[config.mk]
export PLATFORM = sky130hd
export DESIGN_NAME = rca_seq_ctrl_flat
export DESIGN_NICKNAME = d
export VERILOG_FILES = /design/src/rtl/rca_seq_ctrl_if.sv /design/src/rtl/rca_seq_ctrl.sv /design/src/flat_wrapper.sv
export SDC_FILE = /design/constraint.sdc
export NUM_CORES = 1
export LEC_CHECK = 0
export BUFFER_PORTS_ARGS = -buffer_cell sky130_fd_sc_hd__buf_2
export CAP_MARGIN = 20
export CORE_MARGIN = 4
export CORE_UTILIZATION = 45
export CTS_BUF_LIST = sky130_fd_sc_hd__clkbuf_8
export DETAILED_ROUTE_END_ITERATION = 8
export HOLD_SLACK_MARGIN = 0.03
export PLACE_DENSITY_LB_ADDON = 0.1
export SLEW_MARGIN = 30
export SYNTH_ARGS = -nofsm -noshare
export SYNTH_HDL_FRONTEND = slang
export SYNTH_SLANG_ARGS = --single-unit
[constraint.sdc]
create_clock -name clk -period 2.6 [get_ports clk]
set_input_delay 0.26 -clock clk [delete_from_list [all_inputs] [get_ports clk]]
set_output_delay 0.26 -clock clk [all_outputs]
set_load 0.02 [all_outputs]
[src/rtl/rca_seq_ctrl_if.sv]
`default_nettype none
// ============================================================================
// Module      : rca_seq_ctrl_if
// Description : Operand/result valid-ready bundle for rca_seq_ctrl.
//               Carries ovf only when RCA_SEQ_OVF_EN is defined.
// Revision    : 1.0 - initial release
// ============================================================================
interface rca_seq_ctrl_if #(
    parameter int WIDTH = 16
);
    logic             in_valid;
    logic             in_ready;
    logic [WIDTH-1:0] a;
    logic [WIDTH-1:0] b;
    logic             cin;
    logic             out_valid;
    logic             out_ready;
    logic [WIDTH-1:0] sum;
    logic             cout;
    logic             busy;
`ifdef RCA_SEQ_OVF_EN
    logic             ovf;
`endif

    modport master (
        output in_valid, a, b, cin, out_ready,
        input  in_ready, out_valid, sum, cout, busy
`ifdef RCA_SEQ_OVF_EN
        , input ovf
`endif
    );

    modport slave (
        input  in_valid, a, b, cin, out_ready,
        output in_ready, out_valid, sum, cout, busy
`ifdef RCA_SEQ_OVF_EN
        , output ovf
`endif
    );
endinterface
`default_nettype wire

[src/rtl/rca_seq_ctrl.sv]
`default_nettype none
// ============================================================================
// Module      : rca_seq_ctrl
// Description : Multi-cycle WIDTH-bit adder built from one 4-bit ripple slice,
//               LS nibble first. Optional macro RCA_SEQ_OVF_EN adds ovf output.
// Revision    : 1.0 - initial release
// ============================================================================
module rca_seq_ctrl #(
    parameter int WIDTH = 16
) (
    input  wire logic       clk,
    input  wire logic       rst_n,
    rca_seq_ctrl_if.slave   bus
);
    localparam int C_NIB = WIDTH / 4;
    localparam int C_CW  = (C_NIB > 1) ? $clog2(C_NIB) : 1;
    localparam logic [C_CW-1:0] C_CNT_ONE  = C_CW'(1);
    localparam logic [C_CW-1:0] C_CNT_LAST = C_CW'(C_NIB - 1);

    localparam logic [1:0] S_IDLE = 2'd0;
    localparam logic [1:0] S_RUN  = 2'd1;
    localparam logic [1:0] S_DONE = 2'd2;

    generate
        if ((WIDTH % 4 != 0) || (WIDTH < 4)) begin : g_width_check
            $error("rca_seq_ctrl: WIDTH must be a multiple of 4 and >= 4");
        end
    endgenerate

    logic [1:0]       state_q, state_d;
    logic [WIDTH-1:0] a_q, a_d;
    logic [WIDTH-1:0] b_q, b_d;
    logic             carry_q, carry_d;
    logic [C_CW-1:0]  cnt_q, cnt_d;
    logic [WIDTH-1:0] sum_q, sum_d;
    logic             cout_q, cout_d;
`ifdef RCA_SEQ_OVF_EN
    logic             ovf_q, ovf_d;
`endif

    logic             w_accept;
    logic             w_last;
    logic [3:0]       w_a_nib;
    logic [3:0]       w_b_nib;
    logic [4:0]       w_slice;
    logic             w_in_ready;
    logic             w_out_valid;
    logic             w_busy;

    assign w_accept = (state_q == S_IDLE) && bus.in_valid;
    assign w_last   = (cnt_q == C_CNT_LAST);

    // Nibble selection as an explicit mux keeps every operand bit in use.
    always_comb begin
        w_a_nib = 4'd0;
        w_b_nib = 4'd0;
        for (int i = 0; i < C_NIB; i++) begin
            if (cnt_q == i[C_CW-1:0]) begin
                w_a_nib = a_q[4*i +: 4];
                w_b_nib = b_q[4*i +: 4];
            end
        end
    end

    assign w_slice = {1'b0, w_a_nib} + {1'b0, w_b_nib} + {4'd0, carry_q};

    // ---------------- FSM: state register ----------------
    always_ff @(posedge clk or negedge rst_n) begin
        if (!rst_n) begin
            state_q <= S_IDLE;
        end else begin
            state_q <= state_d;
        end
    end

    // ---------------- FSM: next state ----------------
    always_comb begin
        state_d = state_q;
        case (state_q)
            S_IDLE:  if (bus.in_valid)  state_d = S_RUN;
            S_RUN:   if (w_last)        state_d = S_DONE;
            S_DONE:  if (bus.out_ready) state_d = S_IDLE;
            default:                    state_d = S_IDLE;
        endcase
    end

    // ---------------- FSM: outputs ----------------
    always_comb begin
        w_in_ready  = 1'b0;
        w_out_valid = 1'b0;
        w_busy      = 1'b0;
        case (state_q)
            S_IDLE:  w_in_ready = 1'b1;
            S_RUN:   w_busy     = 1'b1;
            S_DONE: begin
                w_out_valid = 1'b1;
                w_busy      = 1'b1;
            end
            default: w_in_ready = 1'b0;
        endcase
    end

    // ---------------- Datapath next state ----------------
    always_comb begin
        a_d     = a_q;
        b_d     = b_q;
        carry_d = carry_q;
        cnt_d   = cnt_q;
        sum_d   = sum_q;
        cout_d  = cout_q;
`ifdef RCA_SEQ_OVF_EN
        ovf_d   = ovf_q;
`endif
        if (w_accept) begin
            a_d     = bus.a;
            b_d     = bus.b;
            carry_d = bus.cin;
            cnt_d   = '0;
        end else if (state_q == S_RUN) begin
            sum_d[{cnt_q, 2'b00} +: 4] = w_slice[3:0];
            carry_d                    = w_slice[4];
            if (w_last) begin
                cout_d = w_slice[4];
`ifdef RCA_SEQ_OVF_EN
                // Carry into the MSB is recovered as sum ^ a ^ b at bit 3.
                ovf_d  = (w_a_nib[3] ^ w_b_nib[3] ^ w_slice[3]) ^ w_slice[4];
`endif
            end else begin
                cnt_d = cnt_q + C_CNT_ONE;
            end
        end
    end

    always_ff @(posedge clk or negedge rst_n) begin
        if (!rst_n) begin
            a_q     <= '0;
            b_q     <= '0;
            carry_q <= 1'b0;
            cnt_q   <= '0;
            sum_q   <= '0;
            cout_q  <= 1'b0;
`ifdef RCA_SEQ_OVF_EN
            ovf_q   <= 1'b0;
`endif
        end else begin
            a_q     <= a_d;
            b_q     <= b_d;
            carry_q <= carry_d;
            cnt_q   <= cnt_d;
            sum_q   <= sum_d;
            cout_q  <= cout_d;
`ifdef RCA_SEQ_OVF_EN
            ovf_q   <= ovf_d;
`endif
        end
    end

    assign bus.in_ready  = w_in_ready;
    assign bus.out_valid = w_out_valid;
    assign bus.busy      = w_busy;
    assign bus.sum       = sum_q;
    assign bus.cout      = cout_q;
`ifdef RCA_SEQ_OVF_EN
    assign bus.ovf       = ovf_q;
`endif

endmodule
`default_nettype wire

[src/flat_wrapper.sv]
// flat-port wrapper written by rule: the top's interface ports become plain ports
module rca_seq_ctrl_flat 
#(
    parameter int WIDTH = 16
)
  (clk, rst_n, bus_in_valid, bus_a, bus_b, bus_cin, bus_out_ready, bus_in_ready, bus_out_valid, bus_sum, bus_cout, bus_busy);
  rca_seq_ctrl_if #(.WIDTH(WIDTH)) bus_i ();
  input  wire logic clk;
  input  wire logic rst_n;
  input wire logic [$bits(bus_i.in_valid)-1:0] bus_in_valid;
  input wire logic [$bits(bus_i.a)-1:0] bus_a;
  input wire logic [$bits(bus_i.b)-1:0] bus_b;
  input wire logic [$bits(bus_i.cin)-1:0] bus_cin;
  input wire logic [$bits(bus_i.out_ready)-1:0] bus_out_ready;
  output wire logic [$bits(bus_i.in_ready)-1:0] bus_in_ready;
  output wire logic [$bits(bus_i.out_valid)-1:0] bus_out_valid;
  output wire logic [$bits(bus_i.sum)-1:0] bus_sum;
  output wire logic [$bits(bus_i.cout)-1:0] bus_cout;
  output wire logic [$bits(bus_i.busy)-1:0] bus_busy;
  assign bus_i.in_valid = bus_in_valid;
  assign bus_i.a = bus_a;
  assign bus_i.b = bus_b;
  assign bus_i.cin = bus_cin;
  assign bus_i.out_ready = bus_out_ready;
  assign bus_in_ready = bus_i.in_ready;
  assign bus_out_valid = bus_i.out_valid;
  assign bus_sum = bus_i.sum;
  assign bus_cout = bus_i.cout;
  assign bus_busy = bus_i.busy;
  rca_seq_ctrl #(.WIDTH(WIDTH)) u_core (.clk(clk), .rst_n(rst_n), .bus(bus_i));
endmodule
== Word level (Yosys, flattened, before mapping) ==
Cells that the tools add are included.
W data, S select, Z words.
Word-level totals
  output and inout bits: 20
  word-level logic and storage cells: 53
  input bits: 37
  bits in registers: 54
Operators by class
  add/subtract/negate cells: 4
  eq/ne operators: 9
  shift operators: 2
  multiplexer cells: 21
  bitwise logic cells: 1
  reductions and logical operators: 9
Operator list (count)
  $mux W4: 8
  $bwmux W16: 1
  $shift A4 B6 Y16 const A: 1
  $shiftx A4 B6 Y16: 1
  $mux W2: 6
  $eq A2 B2 Y1 const B: 3
  $neg A4 Y6: 1
  $pmux W2 S3: 1
  $reduce_and A3 Y1: 2
  $add A4 B4 Y5: 1
  $add A5 B1 Y5: 1
  $mux W1: 5
  $eq A2 B1 Y1 const B: 2
  $logic_not A2 Y1: 2
  $ne A2 B1 Y1 const B: 2
  $ne A2 B2 Y1 const B: 2
  $reduce_and A2 Y1: 2
  $add A2 B1 Y2 const B: 1
  $reduce_bool A2 Y1: 1
  $reduce_or A2 Y1: 1
  $logic_and A1 B1 Y1: 1
  $not A1 Y1: 1

== Longest topological paths before layout ==
  depth after elaboration: 9
  mapped depth: 13
  depth with buffers taken out: 11

== Least setup slack after synthesis ==
No wires, ideal clock.
  path type: register -> register
  start: register u_core.cnt_q[0]
  end: register u_core.carry_q
  period minus slack after synthesis: 2789 ps
  slack: -189 ps
  library setup time: 65 ps
  data required time: 2535 ps
  arrival time: 2724 ps
  stages on the path, launching flop included: 14
  path buffers: 2
  cells stage by stage: dfrtp_1 -> inv_1 -> ha_1 -> clkbuf_1 -> clkbuf_1 -> a21oi_1 -> o21ai_0 -> a22oi_1 -> fa_1 -> fa_1 -> nor2b_1 -> o21ai_0 -> a31oi_1 -> a31o_2
On the way
  cells in the longest elaborated chain, start to end: 9
  elaborated cells between the ends (all ways): 16
  those cells by class: 2 x add/sub; 3 x eq/ne; 10 x mux; 1 x reduce/logical
Ends and longest elaborated chain
  start, declared: line rca_seq_ctrl.sv:34  | logic [C_CW-1:0] cnt_q, cnt_d;
  start signal, assigned: line rca_seq_ctrl.sv:149  | cnt_q <= cnt_d;
  $logic_not A2 Y1: line rca_seq_ctrl.sv:58  | if (cnt_q == i[C_CW-1:0]) begin
  $mux W4 (4 in a row): line rca_seq_ctrl.sv:58
  $add A4 B4 Y5 *: line rca_seq_ctrl.sv:65  | assign w_slice = {1'b0, w_a_nib} + {1'b0, w_b_nib} + {4'd0, carry_q};
  $add A5 B1 Y5 *: line rca_seq_ctrl.sv:65
  $mux W1 *: line rca_seq_ctrl.sv:119  | end else if (state_q == S_RUN) begin
  $mux W1 *: line rca_seq_ctrl.sv:114  | if (w_accept) begin
  end signal, assigned: line rca_seq_ctrl.sv:148  | carry_q <= carry_d;
  end, declared: line rca_seq_ctrl.sv:33  | logic carry_q, carry_d;
Mark *: on every way between the ends. The rest lies on a longest branch, timed or not. The select of a mux whose other input is x is not followed.
A chain may end at the register's enable or synchronous reset.

== Worst setup path in the final report ==
  start: register u_core.cnt_q[0]
  end: register u_core.sum_q[7], in the netlist u_core.bus.sum[7]
On the way
  cells in the longest elaborated chain, start to end: 9
  elaborated cells between the ends (all ways): 18
  those cells by class: 3 x add/sub; 3 x eq/ne; 2 x shift; 9 x mux; 1 x reduce/logical
Ends and longest elaborated chain
  $logic_not A2 Y1: line rca_seq_ctrl.sv:58
  $mux W4 (4 in a row): line rca_seq_ctrl.sv:58
  $add A4 B4 Y5: line rca_seq_ctrl.sv:65
  $add A5 B1 Y5: line rca_seq_ctrl.sv:65
  $shiftx A4 B6 Y16: line rca_seq_ctrl.sv:120  | sum_d[{cnt_q, 2'b00} +: 4] = w_slice[3:0];
  $bwmux W16 *: line rca_seq_ctrl.sv:120
  end signal, assigned: line rca_seq_ctrl.sv:150  | sum_q <= sum_d;
  end, declared: line rca_seq_ctrl.sv:35  | logic [WIDTH-1:0] sum_q, sum_d;
Mark *: on every way between the ends. The rest lies on a longest branch, timed or not.

==> flow_results.org <==
** Floorplanning
- Die X :: 84.16 um
- Placement row count :: 27
- Starting density of the core :: between 40% and 50%
- Core Area :: approximately 5600 sq um
- In this run the count of I/O pins placed on the die edge is 57.
- The die covers about 7100 sq um.
- The die is roughly 84 um tall.

** Synthesis
- Post-Synth Simple-Gate Area :: approximately 8.4%
- Yosys printed 0 warnings.
- Of the post-synthesis cell area, the dominant cell type holds between 50% and 60%.
- Number of enable-type register cells in the synthesized netlist :: 0
- Of all cell types, the one taking the most synthesized area is sky130_fd_sc_hd__dfrtp_1.
- Summing the areas of all compound-gate instances in the mapped netlist gives 12.70% of the synthesized area.
- Number of synthesized register bits :: between 50 and 60
- Synth Area in Adders :: 7.766%
- Post-synth ARST share :: 100.0%
- Number of instances in the synthesized netlist :: about 230
- Post-synth top flop :: sky130_fd_sc_hd__dfrtp_1
- Sequential-to-total area share from yosys stat :: ~52%
- The number of nets in the synthesized netlist is 286.
- The netlist uses 30 different library cells.
- A synthesized cell averages 11.15 sq um.
- Synthesized-area fraction occupied by xor and xnor cells :: just over 1%
- By area the synthesized netlist is led by sky130_fd_sc_hd__dfrtp_1, sky130_fd_sc_hd__mux2_2, sky130_fd_sc_hd__ha_1.
- Share of cell area taken by muxes after synthesis :: roughly 14%
- Cell area after synthesis :: roughly 2600 sq um
- Main combinational cell family by area after synthesis :: multiplexers

** Route
- Drt drc :: 0
- Detailed-router iteration count before antenna repair :: 5
- The detailed router finished its first iteration with 49 violations.
- Summed over all layers, the routed wires come to roughly 5.7 mm.
- Dividing the detail-routed via count by the number of cells gives 5.070.
- WL per Instance :: roughly 15 um
- Final ANT Viol Nets :: 0
- The routed layout has ~2000 vias.

** Pwr
- Power share of the sequential group :: 32.3%
- Leakage power :: ~1.6 nW
- The clock network is responsible for 12.1% of the overall power.
- In this run the power spent charging and discharging nets is roughly 1.8 mW.
- The worst-case IR drop observed on VDD is roughly 0.54 mV.
- For this design the ratio of total power to cell area is about 1400 nW/um^2.
- Internal power comes to between 2 and 3 mW.
- Switching share of power :: about 40%
- Summing internal, switching and leakage power gives 4.555 mW.
- Portion of total power attributed to combinational logic :: between 50% and 60%

** Cells and area
- Count of antenna diodes in the layout :: 0
- Commonest non-fill, non-tap cell in the layout :: sky130_fd_sc_hd__buf_2
- Summing all flip-flop and latch instances after layout gives 1353 sq um.
- Most frequent cells in the layout :: sky130_fd_sc_hd__buf_2, sky130_fd_sc_hd__dfrtp_1, sky130_fd_sc_hd__mux2_2, sky130_fd_sc_hd__nand2_1
- For this run, the number of standard cells in the final layout without fillers is approximately 380.
- Nets :: about 360
- After filler insertion, the fill cell instance count of the layout stands at between 400 and 500.
- In the final layout, the share of cells above drive strength 1 is approximately 44%.
- Compared with the post-synthesis result, the final layout area differs by 25.98%.
- In the final layout, the multi-input gates occupy approximately 1200 sq um.

** Run
- Max cap viols :: 0

** GRT
- Vias in the first global route :: between 1500 and 2000
- Aggregate global routing overflow :: 0
- The first global-routing pass estimated ~9.4 mm of wire.
- Entering global routing, the biggest net connects 34 pins.
- Total routing resource utilization after global routing :: 16.60%
- Number of antenna violations at the first check in global routing :: 0

** STA
- Pins over their slew limit :: 0
- Setup total negative slack on the finished layout was measured at 0 ns.
- Measured slew at the worst slew-check pin :: roughly 0.71 ns
- Static timing analysis puts the maximum clock frequency at 0.4062 GHz.
- Relative slew slack :: a little over half
- Setup repair after global routing left no endpoint under its margin.
- Between clock sinks in the finished design, the worst skew comes to approximately 0.0072 ns.
- The final-report hold violation count came to 0.
- Post-layout minimum cycle time :: 2.462 ns
- The final critical path takes up about 95% of the cycle.
- Setup violations remaining at the end of the flow were counted as 0.

** Clock tree
- Clock tree synthesis selected as its root buffer the cell sky130_fd_sc_hd__clkbuf_8.
- Clock slew seen by the registers of the worst setup and hold paths :: about 0.1 ns
- Clock tree synthesis found a total of 54 sinks.
- Max Buffers Root-to-Sink :: 2
- Htree depth :: 2
- TritonCTS built the clock tree.
- In this run, CTS created clock tree buffers numbering 5.
- Clock latency on the worst-skew pair, taken at its later pin, is between 0.3 and 0.4 ns.

** Setup path
- The worst register-to-register path begins at u_core.cnt_q[0]$_DFFE_PN0P_.
- Crit-path slowest cell :: sky130_fd_sc_hd__dfrtp_2
- Start point of the critical path :: u_core.cnt_q[0]$_DFFE_PN0P_
- Walking the worst path, the cells encountered are ha_4, buf_4, nand3b_1, a21oi_1, a21oi_1, o21ai_0, ha_1, a21oi_2, o21ai_1, xor2_1, buf_4, a32o_1.
- Startpoint types :: flop
- Data on the critical path arrives at its endpoint at between 2 and 3 ns.
- Required time of the critical path :: roughly 2.8 ns
- Delay of the slowest critical-path stage :: ~0.47 ns
- Type of the setup path with the least slack :: flop to flop
- Max FO, Critical Path :: 7
- Delay-heaviest family, CP :: compound AO/OA/AOI/OAI gates
- Sort of element at the end of the critical path :: flop
- CP Buf/Inv Count :: 2

** Placed design
- Routability-driven placement finished with a final weighted congestion of ~0.79.
- Placed Cells :: 375
- Input and output buffers added on the ports amount to 56.
- Once detailed placement completed, the half-perimeter wirelength came to 4.301 mm.

** Hold path
- The path class of the tightest hold or removal check is primary input to flop.
- Origin of the worst min-delay path :: bus_a[9]

** Status
- Status :: finished, final reports clean
==> cell families (layout without fill, tap and decap cells) <==
family          count (synthesis)  after routing
compound gates                 59             59
flops                          54             54
simple gates                   44             44
mux                            33             33
buf+inv                        26            104
xor+xnor                        3              3
fa+ha+maj                      15             15
==> cell usage after synthesis, drive strengths merged (2+ instances only) <==
cell type,count
dfrtp,54
mux2,33
nand2,31
a21oi,24
o21ai,24
inv,15
ha,13
buf,6
a22o,4
clkbuf,4
nand3b,4
a22oi,3
fa,2
nor2,2
nor2b,2
or3,2
xor2,2
==> routing by layer <==
layer	wire length, um	GRT usage (%)	vias to the layer above
met5	0	0	-
met4	68	5.409	0
met3	300	4.416	11
met2	2814	26.90	59
met1	2551	21.70	920
li1	-	-	957
==> worst paths after layout <==
path                       depth (start not counted)                       endpoint  slack [ns]
setup / recovery                                  12  u_core.bus.sum[7]$_DFFE_PN0P_        0.14
hold / removal                                     2      u_core.a_q[9]$_DFFE_PN0P_        0.18
setup reg to reg                                  12  u_core.bus.sum[7]$_DFFE_PN0P_        0.14
hold reg to reg                                    2  u_core.bus.sum[1]$_DFFE_PN0P_        0.49
max in group asynchronous                          3      u_core.a_q[6]$_DFFE_PN0P_        1.40
min in group asynchronous                          2  u_core.bus.sum[9]$_DFFE_PN0P_        0.53
==> power groups by stage <==
stage | Sequential, mW | Combinational (mW) | Clock (mW)
after global placement | 1.47 | 2.38 | 0
after detailed placement | 1.48 | 2.41 | 0
after floorplan | 1.52 | 1.43 | 0
final | 1.47 | 2.53 | 0.552
after global routing | 1.51 | 2.80 | 0.610
after CTS | 1.46 | 2.45 | 0.566
==> layout make-up <==
cell class              count  area share (%)
clock buffers               5           2.093
multi-input cells         154           36.83
flip-flops and latches     54           41.13
inverters                  16           1.903
repair buffers             80           14.08
well taps                  72           2.740
clock inverters             3           1.218
==> stage by stage <==
step                util (%)  hold slack [ns]  cell area (sq um)  setup slack, ns
finish                 58.99           0.1752               3288           0.1381
global route           58.99           0.1626               3288         0.005793
CTS                    58.00           0.1699               3233          0.02677
detailed placement     55.74           0.3488               3107         -0.02617
global placement       55.74           0.3495               3107          0.02384
floorplan                  -         -0.03559               2618          0.01537
==> registers in the layout, indices dropped and copies added, names as in the netlist <==
name and cells:
u_core.b_q 16, u_core.state_q 2, u_core.carry_q 1, u_core.bus.cout 1
u_core.a_q 16, u_core.cnt_q 2, u_core.bus.sum 16
==> timing repair <==
action                                  CTS  global route
endpoints found under the setup margin    5            14
resized for setup                         3            17
buffers inserted                          0             0
endpoints found under the hold margin    29             0
pin swaps                                 0             1
hold buffers                              1             0
No activity file was read; power rests on OpenSTA's default activity.
